--- src/rtl/spec_pkg.sv ---
// Shared types and sizing helpers for the spectrogram write controller.
// Optional statistics counters are enabled by defining SPEC_WR_CTRL_STATS_EN.
package spec_pkg;

    typedef enum logic [1:0] {
        IDLE  = 2'd0,
        WRITE = 2'd1,
        SKIP  = 2'd2,
        DROP  = 2'd3
    } state_t;

    // Counter width for a power-of-two count, never narrower than one bit.
    function automatic int unsigned count_w(input int unsigned n);
        return (n < 2) ? 1 : $clog2(n);
    endfunction

    function automatic int unsigned bins_kept_of(input int unsigned fft_size);
        return fft_size / 2;
    endfunction

    localparam int unsigned DEF_FFT_SIZE      = 256;
    localparam int unsigned DEF_FFTS_PER_BANK = 32;
    localparam int unsigned BINS_KEPT         = bins_kept_of(DEF_FFT_SIZE);
    localparam int unsigned BIN_W             = count_w(DEF_FFT_SIZE);
    localparam int unsigned ROW_W             = count_w(DEF_FFTS_PER_BANK);

endpackage

--- src/rtl/spec_bank_owner.sv ---
// Ping-pong bank ownership: per-bank full flags and the active-bank pointer.
module spec_bank_owner #(
    parameter int unsigned NO_BANKS = 2
) (
    input  logic                clk,
    input  logic                rst,
    input  logic                set_full,
    input  logic [NO_BANKS-1:0] bank_release,
    output logic                active,
    output logic [NO_BANKS-1:0] bank_full
);

    logic [NO_BANKS-1:0] active_mask;

    always_comb begin
        active_mask = NO_BANKS'(1) << active;
    end

    // Release is applied first so a simultaneous set on the same bank wins.
    always_ff @(posedge clk) begin
        if (rst) begin
            bank_full <= '0;
            active    <= 1'b0;
        end else begin
            bank_full <= (bank_full & ~bank_release) | (set_full ? active_mask : '0);
            if (set_full) begin
                active <= ~active;
            end
        end
    end

endmodule

--- src/rtl/spec_wr_ctrl.sv ---
// Writes the lower half of each FFT frame into ping-pong spectrogram banks.
// Define SPEC_WR_CTRL_STATS_EN to build the saturating drop/error counters.
module spec_wr_ctrl
    import spec_pkg::*;
#(
    parameter int unsigned ADDRESS_WIDTH = 12,
    parameter int unsigned FFT_SIZE      = 256,
    parameter int unsigned FFTS_PER_BANK = 32,
    parameter int unsigned DATA_WIDTH    = 16,
    parameter int unsigned NO_BANKS      = 2
) (
    input  logic                     clk,
    input  logic                     rst,
    input  logic                     s_valid,
    input  logic                     s_last,
    input  logic [DATA_WIDTH-1:0]    s_data,
    input  logic [NO_BANKS-1:0]      bank_release,
    output logic                     wr_en,
    output logic [NO_BANKS-1:0]      bank_select,
    output logic [ADDRESS_WIDTH-1:0] wr_address,
    output logic [DATA_WIDTH-1:0]    wr_data,
    output logic [NO_BANKS-1:0]      bank_full,
    output logic                     frame_drop,
    output logic                     frame_err,
    output logic [15:0]              drop_count,
    output logic [15:0]              err_count
);

    localparam int unsigned BW   = count_w(FFT_SIZE);
    localparam int unsigned RW   = count_w(FFTS_PER_BANK);
    localparam int unsigned KEPT = bins_kept_of(FFT_SIZE);
    localparam logic [BW-1:0] BIN_LAST = BW'(FFT_SIZE - 1);
    localparam logic [BW-1:0] BIN_HALF = BW'(KEPT - 1);
    localparam logic [RW-1:0] ROW_LAST = RW'(FFTS_PER_BANK - 1);

    state_t        state, state_nx;
    logic [BW-1:0] bin, bin_nx, cur_bin;
    logic [RW-1:0] row, row_nx;
    logic          active;
    logic          set_full;
    logic          writing, dropping, frame_end;
    logic          do_write, drop_end, err_end;

    always_comb begin
        state_nx  = state;
        bin_nx    = bin;
        row_nx    = row;
        set_full  = 1'b0;
        do_write  = 1'b0;
        drop_end  = 1'b0;
        err_end   = 1'b0;
        frame_end = 1'b0;
        // The first sample seen in IDLE is always bin 0 of a new frame.
        cur_bin   = (state == IDLE) ? '0 : bin;
        writing   = ((state == IDLE) && !bank_full[active]) || (state == WRITE);
        dropping  = ((state == IDLE) &&  bank_full[active]) || (state == DROP);
        if (s_valid) begin
            frame_end = s_last || (cur_bin == BIN_LAST);
            bin_nx    = frame_end ? '0 : cur_bin + 1'b1;
            do_write  = writing;
            if (frame_end) begin
                state_nx = IDLE;
            end else if (dropping) begin
                state_nx = DROP;
            end else if (writing) begin
                state_nx = (cur_bin == BIN_HALF) ? SKIP : WRITE;
            end else begin
                state_nx = SKIP;
            end
            if (frame_end && dropping) begin
                drop_end = 1'b1;
            end else if (frame_end && (cur_bin == BIN_LAST)) begin
                if (row == ROW_LAST) begin
                    set_full = 1'b1;
                    row_nx   = '0;
                end else begin
                    row_nx   = row + 1'b1;
                end
            end else if (frame_end) begin
                err_end = 1'b1;
            end
        end
    end

    always_ff @(posedge clk) begin
        if (rst) begin
            state       <= IDLE;
            bin         <= '0;
            row         <= '0;
            wr_en       <= 1'b0;
            bank_select <= '0;
            wr_address  <= '0;
            wr_data     <= '0;
            frame_drop  <= 1'b0;
            frame_err   <= 1'b0;
        end else begin
            state       <= state_nx;
            bin         <= bin_nx;
            row         <= row_nx;
            wr_en       <= do_write;
            bank_select <= do_write ? (NO_BANKS'(1) << active) : '0;
            frame_drop  <= drop_end;
            frame_err   <= err_end;
            if (do_write) begin
                wr_address <= ADDRESS_WIDTH'(row) * ADDRESS_WIDTH'(KEPT) + ADDRESS_WIDTH'(cur_bin);
                wr_data    <= s_data;
            end
        end
    end

    spec_bank_owner #(
        .NO_BANKS (NO_BANKS)
    ) u_bank_owner (
        .clk          (clk),
        .rst          (rst),
        .set_full     (set_full),
        .bank_release (bank_release),
        .active       (active),
        .bank_full    (bank_full)
    );

`ifdef SPEC_WR_CTRL_STATS_EN
    always_ff @(posedge clk) begin
        if (rst) begin
            drop_count <= '0;
            err_count  <= '0;
        end else begin
            if (drop_end && (drop_count != '1)) begin
                drop_count <= drop_count + 1'b1;
            end
            if (err_end && (err_count != '1)) begin
                err_count <= err_count + 1'b1;
            end
        end
    end
`else
    assign drop_count = '0;
    assign err_count  = '0;
`endif

endmodule

--- config.mk ---
export PLATFORM = sky130hd
export DESIGN_NAME = spec_wr_ctrl
export DESIGN_NICKNAME = d
export VERILOG_FILES = /design/src/rtl/spec_pkg.sv /design/src/rtl/spec_bank_owner.sv /design/src/rtl/spec_wr_ctrl.sv
export SDC_FILE = /design/constraint.sdc
export NUM_CORES = 1
export LEC_CHECK = 0
export ABC_AREA = 1
export CORE_AREA = 2 2 82 84
export DETAILED_ROUTE_END_ITERATION = 8
export DIE_AREA = 0 0 84 86
export HOLD_SLACK_MARGIN = 0.05
export PLACE_DENSITY_LB_ADDON = 0.2
export SLEW_MARGIN = 25
export SYNTH_ARGS = -nofsm -noshare
export SYNTH_HDL_FRONTEND = slang
export SYNTH_HIERARCHICAL = 1
export SYNTH_SLANG_ARGS = --single-unit
--- constraint.sdc ---
create_clock -name clk -period 2.56 [get_ports clk]
set_clock_uncertainty 0.05 [all_clocks]
set_input_delay 0.512 -clock clk [delete_from_list [all_inputs] [get_ports clk]]
set_output_delay 0.512 -clock clk [all_outputs]
set_load 0.01 [all_outputs]
After elaboration in Yosys (flattened, before gate mapping). Index checks and enable logic that the tools add are counted.

Add/subtract/negate cells: 3. $lt $le $gt $ge: 1. Equality and inequality tests: 5. Shift operators: 1. Multiplexer cells: 17. Bitwise gates (word level): 7. Reduce and logical (&&, ||, !) cells: 13.

Operator list (number): $mux W8 (2); $add A12 B8 Y12 (1); $mux W2 (5); $mux W1 (9); $add A8 B1 Y8 const B (1); $eq A8 B7 Y1 const B (1); $eq A8 B8 Y1 const B (1); $add A5 B1 Y5 const B (1); $eq A5 B5 Y1 const B (1); $mux W5 (1); $logic_and A1 B1 Y1 (4); $not A1 Y1 (4); $reduce_or A2 Y1 (2); $reduce_or A4 Y1 (1); $logic_or A1 B1 Y1 (3); $reduce_and A3 Y1 (1); $and A2 B2 Y2 (1); $eq A2 B1 Y1 const B (1); $eq A2 B2 Y1 const B (1); $logic_not A2 Y1 (1); $lt A1 B2 Y1 const B (1); $not A2 Y2 (1); $or A2 B2 Y2 (1); $shl A1 B1 Y2 const A (1); $logic_not A1 Y1 (1).

Register bits after elaboration: 51. Bits of input ports: 22. Output and inout port bits: 67. Logic and storage cells: 58.

Depth between registers and ports, before layout.
Depth in word-level cells: 10. Mapped depth: 15.

Cells and area by module. The synthesis kept the hierarchy.

Modules (own cells, without submodules): spec_wr_ctrl (times used 1, cells each 317, area each 2379.8 um^2); spec_bank_owner (times used 1, cells each 15, area each 108.9 um^2).

Least setup slack after synthesis. No wires, ideal clock.

Kind: register to register. Start: register state[0]. End: register u_bank_owner.active. Library setup time: 0.117 ns. Arrival: 1.645 ns. Data required time: 2.393 ns. Slack: 0.748 ns. Cell stages (with the launch flop): 15. Path through: dfxtp_1 -> inv_2 -> nand2_4 -> nand2_1 -> inv_1 -> ha_1 -> nand3_2 -> nor2_2 -> nand2_4 -> nor2_8 -> nand2_4 -> nor2_1 -> inv_1 -> nand2_1 -> a21oi_1.

Cells in the longest elaborated chain, start to end: 8. Elaborated cells on any way between the ends: 12.

RTL lines: from (decl) (RTL line spec_wr_ctrl.sv:36) `state_t state, state_nx;`; from (signal assigned) (RTL line spec_wr_ctrl.sv:97) `state <= state_nx;`; $logic_not A2 Y1 (*) (RTL line spec_wr_ctrl.sv:54) `cur_bin = (state == IDLE) ? '0 : bin;`; $mux W8 (*) (RTL line spec_wr_ctrl.sv:54); net cur_bin[0] (RTL line spec_wr_ctrl.sv:37) `logic [BW-1:0] bin, bin_nx, cur_bin;`; $eq A8 B8 Y1 (*) (RTL line spec_wr_ctrl.sv:58, spec_wr_ctrl.sv:72); $logic_or A1 B1 Y1 (RTL line spec_wr_ctrl.sv:58) `frame_end = s_last || (cur_bin == BIN_LAST);`; $logic_and A1 B1 Y1 (RTL line spec_wr_ctrl.sv:72) `end else if (frame_end && (cur_bin == BIN_LAST)) begin`; $mux W1 (RTL line spec_wr_ctrl.sv:72); $mux W1 (*) (RTL line spec_wr_ctrl.sv:70) `if (frame_end && dropping) begin`; $mux W1 (*) (RTL line spec_wr_ctrl.sv:57) `if (s_valid) begin`; net set_full (RTL line spec_wr_ctrl.sv:40) `logic set_full;`; to (signal assigned) (RTL line spec_bank_owner.sv:27) `active <= ~active;`; to (decl) (RTL line spec_bank_owner.sv:9) `output logic active,`.

The timed path passes the listed nets; every way through them passes the cells marked *. A chain may end at the register's enable or synchronous reset.

Final worst setup path.
Start: register state[0]. End: register u_bank_owner.bank_full[0].

Cells in the longest elaborated chain, start to end: 10. Elaborated cells on any way between the ends: 14.

RTL lines: $logic_not A2 Y1 (*) (RTL line spec_wr_ctrl.sv:54); $mux W8 (*) (RTL line spec_wr_ctrl.sv:54); net cur_bin[0] (RTL line spec_wr_ctrl.sv:37); $eq A8 B8 Y1 (*) (RTL line spec_wr_ctrl.sv:58, spec_wr_ctrl.sv:72); $logic_or A1 B1 Y1 (RTL line spec_wr_ctrl.sv:58); $logic_and A1 B1 Y1 (RTL line spec_wr_ctrl.sv:72); $mux W1 (RTL line spec_wr_ctrl.sv:72); $mux W1 (*) (RTL line spec_wr_ctrl.sv:70); $mux W1 (*) (RTL line spec_wr_ctrl.sv:57); net set_full (RTL line spec_wr_ctrl.sv:40); $mux W2 (*) (RTL line spec_bank_owner.sv:25) `bank_full <= (bank_full & ~bank_release) | (set_full ? active_mask : '0);`; $or A2 B2 Y2 (*) (RTL line spec_bank_owner.sv:25); to (signal assigned) (RTL line spec_bank_owner.sv:25); to (decl) (RTL line spec_bank_owner.sv:10) `output logic [NO_BANKS-1:0] bank_full`.

Marked as above.

==> results.toml <==
[status]
outcome = "complete, no violations"

[timing]
worst_slew_pin_slew_ps = 700
setup_tns_ps = 0
shortest_period_the_worst_path_allows_ps = 2090
period_share_pct = 81.8
hold_viol_final = 0
timing.final.setup_violations = 0
max_clock_freq_mhz = 478
final_max_slew_viol_count = 0
grt_setup_unrepaired = "false"
hold_ws_ps = 420
maxSlewHeadroom_pct = 53.3

[floorplanning]
rows = 29
die_area_mm2 = 0.00722
die-width_um = 84
coreArea_mm2 = 0.00628
chipHeight_um = 86
initial_utilization_pct = 39.6
io_pins = 89

[clock_tree]
tritoncts_clock_tree = "done"
clk_pin_slew_worst_paths_ps = 100
tritoncts_num_sinks = 51
htree_levels = 2
cts_hold_repair.buffers = 0
cts_buffers = 5
clockRootBuffer = "clkbuf_8"
clk_latency_ps = 310
post_cts_resized = 0
cts-root-to-sink-buffers = 2
cts_setup_buffers = 0

[cells_and_area]
seqCellArea_mm2 = 0.00102
post_route_cells_drive_above_1_share_pct = 9.30
final_net_count = 413
mostFrequentLayoutCells = "56 x nor2_1, 56 x clkdlybuf4s50_1, 51 x dfxtp_1"
multi_input_area_mm2 = 0.00118
synthToLayoutAreaGrowth_pct = 24.0
antenna_cells_inserted = 0
n_fill_cell = 674

[yosys]
synth-simple-area-share_pct = 26.3
ys_warnings = 6
combinational_family_with_the_most_area_after_synthesis = "simple AND/OR/NAND/NOR gates"
synth-xor-area-share_pct = 1.41
area_fraction_in_compound_gates_after_synthesis_pct = 12.3
synthMuxAreaShare_pct = 0
synthesized_instance_count = 332
synth_fa_ha_area_share_pct = 2.51
synth_cell_type_count = 27
syn_area_cell_um2 = 7.50
synth_area_mm2 = 0.00249
synth.ff_latch_count = 51
synth-seq-area-share_pct = 41.0

[place]
dpl.hpwl_um = 3610
place_congestion = 0.786
placement.io_buffers = 56

[setup_path]
reg2reg_to = "u_bank_owner/bank_full[0]"
reg2regPathDepth = 13
worst_ep_required_time_ps = 2760
arrival_ps = 2290
path_max_fanout = 8
reg2reg_from = "state[0]"
r2r_slack_ps = 470
critPathLaunch = "state[0]"
timing.critical_path.to_type = "register"
setup.worst_path.class = "register to register"
startpoint_type = "register"

[global_route]
globalRouteTotalUtil_pct = 15.3
antenna_found_initial = 0
largest_net_degree_at_the_start_of_global_routing = 36
grt.overflow.total = 0
vias_in_the_first_global_route = 1918
grt_first_pass_wirelength_um = 8900

[drt]
via_per_inst = 4.49
totalWireLength_um = 5190
drtIter0Drc = 151
antenna_left = 0
detail_route.first_pass.iterations = 4
num_vias = 2083
drc = 0
wire_per_inst_um = 11.2

[flow_run]
number_of_violations_of_the_max_capacitance_limit = 0

[power_and_ir_drop]
max-vdd-ir-drop_uv = 258
power_per_cell_area_mw_per_mm2 = 489
power_leakage_nw = 1.28

[min_path]
hold-path-cell-count = 2
hold_path_class = "register to register"
hp-start = "wr_address[11]"
worstHoldEndpoint = "wr_address[11]"
## flip-flops by register name (all words and copies together) (netlist names), 2 cells and up
name	cells
state	2
bank_select	2
u_bank_owner/bank_full	2
row	5
wr_address	12
bin	8
wr_data	16
## metrics by stage
stage / total power, mW / util [%] / std cells / worst slack (ps) / area [um^2]
after floorplan: 0.989 / - / 363 / 748 / 2610
after global placement: 1.06 / 47.8 / 456 / 414 / 3000
after detailed placement: 1.06 / 47.8 / 456 / 367 / 3000
after CTS: 1.53 / 49.2 / 464 / 459 / 3090
after global routing: 1.59 / 49.2 / 464 / 213 / 3090
final: 1.51 / 49.2 / 464 / 467 / 3090
## area by class of cell
type,count,area share (%)
clock buffers,5,2.23
clock inverters,3,0.608
inverters,32,3.89
multi-input cells,237,38.2
flip-flops and latches,51,33.1
well taps,77,3.12
repair buffers,59,18.9
## cells by family after synthesis
family / count (synthesis)
AND/OR/NAND/NOR: 138
buffers and inverters: 75
adder cells (fa/ha/maj): 5
flip-flops: 51
XOR/XNOR: 4
AO/OA/AOI/OAI: 58
other: 1
## worst max-delay path by stage
stage | cells after the start | end | slack (ps)
final | 13 | u_bank_owner/bank_full[0] | 470
after global routing | 13 | u_bank_owner/bank_full[0] | 210
after CTS | 13 | u_bank_owner/bank_full[0] | 460
after detailed placement | 6 | wr_address[9] | 370
after global placement | 6 | wr_address[4] | 410
after floorplan | 14 | u_bank_owner/active | 750
## routing by layer
layer	up-vias	track usage, %	wire [um]
li1	1096	-	-
met1	910	19.5	2450
met2	69	22.9	2180
met3	8	6.64	476
met4	0	6.16	85
met5	-	0	0
## power by group
| group | switching (mW) | internal, mW | leakage, nW |
|---|---|---|---|
| Clock | 0.276 | 0.193 | 0.0483 |
| Combinational | 0.107 | 0.0964 | 0.816 |
| Sequential | 0.0142 | 0.823 | 0.418 |
## synth_stat cells
cell type,n,share of area (%)
conb_1,1,0.15
nand2_4,5,2.3
nor3_1,2,0.40
buf_4,32,9.7
nand2_1,39,5.9
buf_2,3,0.60
a21oi_2,4,1.4
inv_2,3,0.45
nand3_2,1,0.40
nand2_2,5,1.3
clkbuf_1,7,1.1
xnor2_1,2,0.70
ha_1,5,2.5
nand3_4,1,0.70
nor2_8,1,0.80
nor2_1,56,8.4
nor2_2,2,0.50
or2_2,2,0.50
a21oi_1,23,4.6
dfxtp_1,51,41
nand4_1,2,0.50
nand3_1,21,4.2
inv_1,29,4.4
xor2_1,2,0.70
o21ai_0,31,6.2
buf_1,1,0.15
nor2_4,1,0.45
## critical path: stages (launching register included)
cell and delay (ps):
dfxtp_1 390, inv_2 70, nand2_4 130, nand2_1 120, inv_1 70, ha_1 200
nand3_2 100, nor2_2 130, nand2_4 110, nor2_8 150, nand2_4 90, nor2_1 180
nand2_1 110, a21oi_1 120
Power figures use the tool's default switching activity.
